File: src/rtl/rsp_s1_prep_ahb_regslv_if.sv
// AHB-Lite bus bundle between the rsp_s1_prep interconnect port (MIx)
// and the register slave that terminates it.
interface rsp_s1_prep_ahb_regslv_if;
  logic        HSEL;
  logic [31:0] HADDR;
  logic [1:0]  HTRANS;
  logic        HWRITE;
  logic [2:0]  HSIZE;
  logic [2:0]  HBURST;
  logic [3:0]  HPROT;
  logic        HMASTLOCK;
  logic [31:0] HWDATA;
  logic        HREADY;
  logic [31:0] HRDATA;
  logic        HREADYOUT;
  logic        HRESP;

  modport master (
    output HSEL, HADDR, HTRANS, HWRITE, HSIZE, HBURST, HPROT, HMASTLOCK,
           HWDATA, HREADY,
    input  HRDATA, HREADYOUT, HRESP
  );

  modport slave (
    input  HSEL, HADDR, HTRANS, HWRITE, HSIZE, HBURST, HPROT, HMASTLOCK,
           HWDATA, HREADY,
    output HRDATA, HREADYOUT, HRESP
  );
endinterface

File: src/rtl/rsp_s1_prep_ahb_regslv.sv
// AHB-Lite register slave for one rsp_s1_prep interconnect output port.
// Provides CTRL/STATUS/SCRATCH/IRQ_STAT/IRQ_EN/ID with programmable wait
// states on OKAY transfers and a fixed two-cycle ERROR response.
module rsp_s1_prep_ahb_regslv #(
  parameter int unsigned WAIT_STATES = 0,
  parameter logic [31:0] ID_VALUE    = 32'h5253_0001,
  parameter int unsigned OFS_W       = 12
) (
  input  logic                            HCLK,
  input  logic                            HRESETn,
  rsp_s1_prep_ahb_regslv_if.slave         bus,
  input  logic [31:0]                     status_i,
  input  logic [31:0]                     irq_set_i,
  output logic [31:0]                     ctrl_o,
  output logic                            irq_o
);

  typedef enum logic [2:0] {
    ST_IDLE = 3'd0,
    ST_WAIT = 3'd1,
    ST_DATA = 3'd2,
    ST_ERR1 = 3'd3,
    ST_ERR2 = 3'd4
  } state_t;

  localparam logic       HAS_WAIT = (WAIT_STATES != 32'd0);
  localparam logic [3:0] WS_M1    = 4'(WAIT_STATES - 32'd1);

  // Byte-lane enables for a little-endian access of the given size.
  function automatic logic [3:0] lane_mask(input logic [2:0] size,
                                           input logic [1:0] lo);
    logic [3:0] m;
    case (size)
      3'd0:    m = 4'b0001 << lo;
      3'd1:    m = lo[1] ? 4'b1100 : 4'b0011;
      default: m = 4'b1111;
    endcase
    return m;
  endfunction

  state_t      r_state, w_state_nxt;
  logic [3:0]  r_cnt, w_cnt_nxt;
  logic        w_latch;
  logic [2:0]  r_idx;
  logic [1:0]  r_lo;
  logic        r_write;
  logic [2:0]  r_size;
  logic [31:0] r_ctrl, r_scratch, r_irq_stat, r_irq_en;
  logic        r_hreadyout, r_hresp;
  logic [31:0] w_rdata;

  logic [OFS_W-1:0] w_ofs;
  logic             w_accept, w_unmapped, w_size_err, w_align_err, w_err;
  logic [3:0]       w_lanes;
  logic [31:0]      w_bmask, w_clr;
  logic             w_commit;
  logic             w_unused;

  assign w_ofs       = bus.HADDR[OFS_W-1:0];
  assign w_accept    = bus.HSEL & bus.HTRANS[1] & bus.HREADY;
  // Only word indices 0..5 exist; anything above 0x17 is unmapped.
  assign w_unmapped  = (|w_ofs[OFS_W-1:5]) | (w_ofs[4:2] > 3'd5);
  assign w_size_err  = (bus.HSIZE > 3'd2);
  assign w_align_err = ((bus.HSIZE == 3'd2) & (w_ofs[1:0] != 2'd0)) |
                       ((bus.HSIZE == 3'd1) & w_ofs[0]);
  assign w_err       = w_unmapped | w_size_err | w_align_err;

  assign w_lanes  = lane_mask(r_size, r_lo);
  assign w_bmask  = {{8{w_lanes[3]}}, {8{w_lanes[2]}},
                     {8{w_lanes[1]}}, {8{w_lanes[0]}}};
  assign w_commit = (r_state == ST_DATA) & r_write;
  assign w_clr    = (w_commit && (r_idx == 3'd3)) ? (bus.HWDATA & w_bmask) : 32'd0;

  // Bus attributes the interconnect already resolved for us.
  assign w_unused = ^{bus.HBURST, bus.HPROT, bus.HMASTLOCK, bus.HTRANS[0],
                      bus.HADDR[31:OFS_W]};

  // Next-state logic: new address phases are taken only while ready is high.
  always_comb begin
    w_state_nxt = r_state;
    w_cnt_nxt   = r_cnt;
    w_latch     = 1'b0;
    case (r_state)
      ST_IDLE, ST_DATA, ST_ERR2: begin
        if (w_accept) begin
          w_latch = 1'b1;
          if (w_err) begin
            w_state_nxt = ST_ERR1;
          end else if (HAS_WAIT) begin
            w_state_nxt = ST_WAIT;
            w_cnt_nxt   = WS_M1;
          end else begin
            w_state_nxt = ST_DATA;
          end
        end else begin
          w_state_nxt = ST_IDLE;
        end
      end
      ST_WAIT: begin
        if (r_cnt == 4'd0) begin
          w_state_nxt = ST_DATA;
        end else begin
          w_cnt_nxt = r_cnt - 4'd1;
        end
      end
      ST_ERR1: w_state_nxt = ST_ERR2;
      default: w_state_nxt = ST_IDLE;
    endcase
  end

  // State, wait counter and registered ready/response.
  always_ff @(posedge HCLK or negedge HRESETn) begin
    if (!HRESETn) begin
      r_state     <= ST_IDLE;
      r_cnt       <= 4'd0;
      r_hreadyout <= 1'b1;
      r_hresp     <= 1'b0;
    end else begin
      r_state     <= w_state_nxt;
      r_cnt       <= w_cnt_nxt;
      r_hreadyout <= (w_state_nxt == ST_IDLE) | (w_state_nxt == ST_DATA) |
                     (w_state_nxt == ST_ERR2);
      r_hresp     <= (w_state_nxt == ST_ERR1) | (w_state_nxt == ST_ERR2);
    end
  end

  // Capture address-phase attributes for use in the data phase.
  always_ff @(posedge HCLK or negedge HRESETn) begin
    if (!HRESETn) begin
      r_idx   <= 3'd0;
      r_lo    <= 2'd0;
      r_write <= 1'b0;
      r_size  <= 3'd0;
    end else if (w_latch) begin
      r_idx   <= w_ofs[4:2];
      r_lo    <= w_ofs[1:0];
      r_write <= bus.HWRITE;
      r_size  <= bus.HSIZE;
    end
  end

  // Register file: writes commit on the edge that ends DATA; IRQ set wins over clear.
  always_ff @(posedge HCLK or negedge HRESETn) begin
    if (!HRESETn) begin
      r_ctrl     <= 32'd0;
      r_scratch  <= 32'd0;
      r_irq_en   <= 32'd0;
      r_irq_stat <= 32'd0;
    end else begin
      if (w_commit && (r_idx == 3'd0)) begin
        r_ctrl <= (r_ctrl & ~w_bmask) | (bus.HWDATA & w_bmask);
      end
      if (w_commit && (r_idx == 3'd2)) begin
        r_scratch <= (r_scratch & ~w_bmask) | (bus.HWDATA & w_bmask);
      end
      if (w_commit && (r_idx == 3'd4)) begin
        r_irq_en <= (r_irq_en & ~w_bmask) | (bus.HWDATA & w_bmask);
      end
      r_irq_stat <= (r_irq_stat & ~w_clr) | irq_set_i;
    end
  end

  // Read data is driven only during the DATA cycle of a read.
  always_comb begin
    w_rdata = 32'd0;
    if ((r_state == ST_DATA) && !r_write) begin
      case (r_idx)
        3'd0:    w_rdata = r_ctrl;
        3'd1:    w_rdata = status_i;
        3'd2:    w_rdata = r_scratch;
        3'd3:    w_rdata = r_irq_stat;
        3'd4:    w_rdata = r_irq_en;
        3'd5:    w_rdata = ID_VALUE;
        default: w_rdata = 32'd0;
      endcase
    end else begin
      w_rdata = 32'd0;
    end
  end

  assign bus.HRDATA    = w_rdata;
  assign bus.HREADYOUT = r_hreadyout;
  assign bus.HRESP     = r_hresp;
  assign ctrl_o        = r_ctrl;
  assign irq_o         = |(r_irq_stat & r_irq_en);

endmodule

File: src/flat_wrapper.sv
// flat-port wrapper written by rule: the top's interface ports become plain ports
module rsp_s1_prep_ahb_regslv_flat 
#(
  parameter int unsigned WAIT_STATES = 0,
  parameter logic [31:0] ID_VALUE    = 32'h5253_0001,
  parameter int unsigned OFS_W       = 12
)
  (HCLK, HRESETn, status_i, irq_set_i, ctrl_o, irq_o, bus_HSEL, bus_HADDR, bus_HTRANS, bus_HWRITE, bus_HSIZE, bus_HBURST, bus_HPROT, bus_HMASTLOCK, bus_HWDATA, bus_HREADY, bus_HRDATA, bus_HREADYOUT, bus_HRESP);
  rsp_s1_prep_ahb_regslv_if bus_i ();
  input  logic HCLK;
  input  logic HRESETn;
  input  logic [31:0] status_i;
  input  logic [31:0] irq_set_i;
  output logic [31:0] ctrl_o;
  output logic irq_o;
  input wire logic [$bits(bus_i.HSEL)-1:0] bus_HSEL;
  input wire logic [$bits(bus_i.HADDR)-1:0] bus_HADDR;
  input wire logic [$bits(bus_i.HTRANS)-1:0] bus_HTRANS;
  input wire logic [$bits(bus_i.HWRITE)-1:0] bus_HWRITE;
  input wire logic [$bits(bus_i.HSIZE)-1:0] bus_HSIZE;
  input wire logic [$bits(bus_i.HBURST)-1:0] bus_HBURST;
  input wire logic [$bits(bus_i.HPROT)-1:0] bus_HPROT;
  input wire logic [$bits(bus_i.HMASTLOCK)-1:0] bus_HMASTLOCK;
  input wire logic [$bits(bus_i.HWDATA)-1:0] bus_HWDATA;
  input wire logic [$bits(bus_i.HREADY)-1:0] bus_HREADY;
  output wire logic [$bits(bus_i.HRDATA)-1:0] bus_HRDATA;
  output wire logic [$bits(bus_i.HREADYOUT)-1:0] bus_HREADYOUT;
  output wire logic [$bits(bus_i.HRESP)-1:0] bus_HRESP;
  assign bus_i.HSEL = bus_HSEL;
  assign bus_i.HADDR = bus_HADDR;
  assign bus_i.HTRANS = bus_HTRANS;
  assign bus_i.HWRITE = bus_HWRITE;
  assign bus_i.HSIZE = bus_HSIZE;
  assign bus_i.HBURST = bus_HBURST;
  assign bus_i.HPROT = bus_HPROT;
  assign bus_i.HMASTLOCK = bus_HMASTLOCK;
  assign bus_i.HWDATA = bus_HWDATA;
  assign bus_i.HREADY = bus_HREADY;
  assign bus_HRDATA = bus_i.HRDATA;
  assign bus_HREADYOUT = bus_i.HREADYOUT;
  assign bus_HRESP = bus_i.HRESP;
  rsp_s1_prep_ahb_regslv #(.WAIT_STATES(WAIT_STATES), .ID_VALUE(ID_VALUE), .OFS_W(OFS_W)) u_core (.HCLK(HCLK), .HRESETn(HRESETn), .bus(bus_i), .status_i(status_i), .irq_set_i(irq_set_i), .ctrl_o(ctrl_o), .irq_o(irq_o));
endmodule
File: config.mk
export PLATFORM = sky130hd
export DESIGN_NAME = rsp_s1_prep_ahb_regslv_flat
export DESIGN_NICKNAME = d
export VERILOG_FILES = /design/src/rtl/rsp_s1_prep_ahb_regslv_if.sv /design/src/rtl/rsp_s1_prep_ahb_regslv.sv /design/src/flat_wrapper.sv
export SDC_FILE = /design/constraint.sdc
export NUM_CORES = 1
export LEC_CHECK = 0
export ABC_CLOCK_PERIOD_IN_PS = 3100
export CORE_UTILIZATION = 50
export DETAILED_ROUTE_END_ITERATION = 8
export GPL_ROUTABILITY_DRIVEN = 0
export GPL_TIMING_DRIVEN = 0
export PLACE_DENSITY = 0.84
export SYNTH_ARGS = -nofsm -noshare
export SYNTH_HDL_FRONTEND = slang
export SYNTH_SLANG_ARGS = --single-unit
export TNS_END_PERCENT = 1
File: constraint.sdc
create_clock -name HCLK -period 3.1 [get_ports HCLK]
set_clock_uncertainty 0.2 [all_clocks]
set_input_delay 0.465 -clock HCLK [delete_from_list [all_inputs] [get_ports HCLK]]
set_output_delay 0.465 -clock HCLK [all_outputs]
set_load 0.05 [all_outputs]
==> summary.md <==
| Metric | Value |
|---|---|
| Initial DRC Count | `920` |
| Total number of vias | `6549` |
| Vert. Die Dim | `123 um` |
| Synth-to-Final Area Change | `36.8%` |
| Slowest stage cell, crit path | `clkdlybuf4s15_2` |
| Total number of yosys warnings | `0` |
| IO Port Bufs | `183` |
| Failing checks | `setup timing` |
| Routed Antenna Nets | `0` |
| Worst-path fanout max | `10` |
| Mean post-synth cell area | `11.3 um^2` |
| Sequential fraction of the synthesis area | `49.6%` |
| FFs w/ async S/R, synth | `100%` |
| # diodes | `0` |
| Largest net degree at the start of global routing | `80` |
| Post-Syn Area | `0.00736 mm^2` |
| Synth Register Bits | `146` |
| Post-Syn Instances | `654` |
| # rows | `43` |
| Kind of critical path | `flop to primary output` |
| # setup viols final | `4` |
| Clk root buf | `clkbuf_16` |
| Clock-pin slew on the worst setup and hold paths | `0.06 ns` |
| CTS sink cnt | `146` |
| Number of global-route vias before repair | `6687` |
| Mapped Nets | `801` |
| Max VDD drop | `0.480 mV` |
| Clock buffer depth | `2` |
| TNS Setup | `-0.101 ns` |
| Power Total | `0.00800 W` |
| Type of origin of the critical path | `flop` |
| First-pass GRT wire length | `36.7 mm` |
| Via density | `6.23` |
| Pwr/cell area | `794 mW/mm^2` |
| Fin crit share | `102%` |
| CTS H-tree depth | `4` |
| EDFF count, synth | `0` |
| TritonCTS clock tree | `done` |
| Starting Density | `52.0%` |
| Yosys top cell area share | `49.3%` |
| Area leader, netlist | `dfrtp_1` |
| Util after Layout | `71.2%` |
| I/O pin count | `213` |
| Max_slew headroom | `44.8%` |
| Wirelength per Cell | `23.2 um` |
| Final Max Slew Viols | `0` |
| RSZ-0062 raised after global routing | `yes` |
| Worst hold margin | `0.287 ns` |
| Final WL | `24.4 mm` |
| Crit-path cells | `clkbuf_4 > buf_8 > buf_6 > inv_1 > buf_4 > a222oi_1 > nor2_1 > clkdlybuf4s15_2` |
| Finished Layout Cells | `1051` |
| CP endpoint kind | `primary output` |
| Status | `complete, but fails checks` |
| Synth cell types | `49` |
| Synth top cells by count | `145 x dfrtp_1, 93 x mux2_2, 67 x nor2_1` |
| FMAX | `317 MHz` |
| Crit-path max cell delay | `0.35 ns` |
| Placed insts | `1018` |
| Synth Flop Type | `dfrtp_1` |
| Total track usage | `33.3%` |
| Crit path time final | `3.15 ns` |
| Final Hold Viols | `0` |
| Initial DRT Pass Iterations | `8` |
| Total congestion overflow | `0` |
| Final WS setup | `-0.0524 ns` |
| Min-Delay Path Class | `flop to flop` |
| Worst skew pair latency | `0.43 ns` |
| Leakage power | `4.39 nW` |
| Worst-Margin Slew | `0.826 ns` |
| Nets | `1005` |
| Area contributors post-synth | `dfrtp_1 49%, mux2_2 14%, mux2i_1 4.3%, nor2_1 3.4%, a31oi_1 2.7%` |
| Core Box Area | `0.0141 mm^2` |
| Detailed placement HPWL | `17.2 mm` |
| Critical path required time | `2.43 ns` |
| Die X | `123 um` |
| MaxCap Viol Count | `0` |
| Most frequent cell after synthesis | `dfrtp_1` |
| Die area | `0.0152 mm^2` |
| Share of cells above drive strength 1 | `24.7%` |
| Data arrival, critical path | `2.49 ns` |
| Drt drc | `0` |
| Initial antenna violation count | `0` |
| Num CTS Buffers | `17` |
[power by group]
part           total, W  internal, W  switching, W
logic           0.00302      0.00125       0.00178
registers       0.00285      0.00242      0.000435
clock network   0.00213      0.00134      0.000787
total           0.00800      0.00501       0.00300
[final timing paths]
| check | start | endpoint | slack (ns) | cells after the start |
|---|---|---|---|---|
| min | flop | flop | 0.29 | 1 |
| min reg2reg | flop | flop | 0.29 | 1 |
| max | u_core.r_idx[2]$_DFFE_PN0P_ | bus_HRDATA[6] | -0.05 | 8 |
| max reg2reg | u_core.r_state[2]$_DFF_PN0_ | u_core.r_irq_stat[24]$_DFF_PN0_ | 0.64 | 5 |
| max in group asynchronous | HRESETn | u_core.r_irq_stat[28]$_DFF_PN0_ | 1.50 | 3 |
| min in group asynchronous | HRESETn | u_core.r_cnt[1]$_DFFE_PN0P_ | 0.42 | 2 |
[timing repair]
action / in CTS / in global routing
pin swaps: 0 / 1
resized for setup: 125 / 31
endpoints found under the hold margin: 77 / 0
cloned: 0 / 0
hold buffers: 1 / 0
setup buffers: 0 / 0
setup endpoints to repair: 33 / 31
[placed cells by master (no fill, tap or decap), drive strengths merged, types with 2 or more instances in the layout]
| cell type | n |
|---|---|
| a211oi | 8 |
| a21o | 5 |
| a21oi | 18 |
| a222oi | 19 |
| a22oi | 21 |
| a31oi | 32 |
| buf | 40 |
| bufinv | 3 |
| clkbuf | 31 |
| clkdlybuf4s15 | 16 |
| clkdlybuf4s50 | 149 |
| clkinv | 7 |
| dfrtp | 145 |
| dlygate4sd2 | 2 |
| inv | 38 |
| mux2 | 105 |
| mux2i | 32 |
| nand2 | 23 |
| nand2b | 3 |
| nand3 | 16 |
| nand3b | 13 |
| nand4 | 4 |
| nor2 | 77 |
| nor2b | 3 |
| nor3 | 6 |
| nor3b | 4 |
| nor4 | 3 |
| o21a | 3 |
| o21ai | 32 |
[cell type report]
type / count / area, um^2
multi-input combinational: 437 / 3410
clock inverter: 11 / 133
tap: 180 / 225
inverter: 38 / 143
buffer: 33 / 218
fill: 968 / 4070
clock buffer: 21 / 480
timing repair buffer: 185 / 1810
sequential: 146 / 3650
[metrics by stage]
step                      area, um^2  worst slack, ns
after floorplan                 7360            0.127
after detailed placement        9450           -0.339
after CTS                      10100          -0.0656
after global placement          9420            -4.22
final                          10100          -0.0524
after global routing           10100          -0.0926
[cells by family after synthesis]
kind of cell / count (synthesis) / synth area share (%)
adders and majority gates: 1 / 0.170
muxes: 137 / 20.4
DFF: 146 / 49.6
and+or+nand+nor: 158 / 12.8
buffers and inverters: 71 / 4.15
AOI/OAI and AO/OA: 139 / 12.6
xor gates and xnor gates: 2 / 0.238
[routing by layer]
layer  track usage, %  wire length [um]  share of wire [%]  up-vias
met4             16.0              1000                4.1        0
met2             54.6             11700                 48      450
li1                 -                 -                  -     2813
met5                0                 0                  0        -
met1             41.2              9010                 37     3191
met3             8.30              2630                 11       95
[worst max-delay path: cells and delay by family (launching register included)]
family,cells,cell delay (ns)
compound gates,1,0.25
buf+inv,6,1.37
flops,1,0.32
simple gates,1,0.11
(Power assumes the default switching activity.)
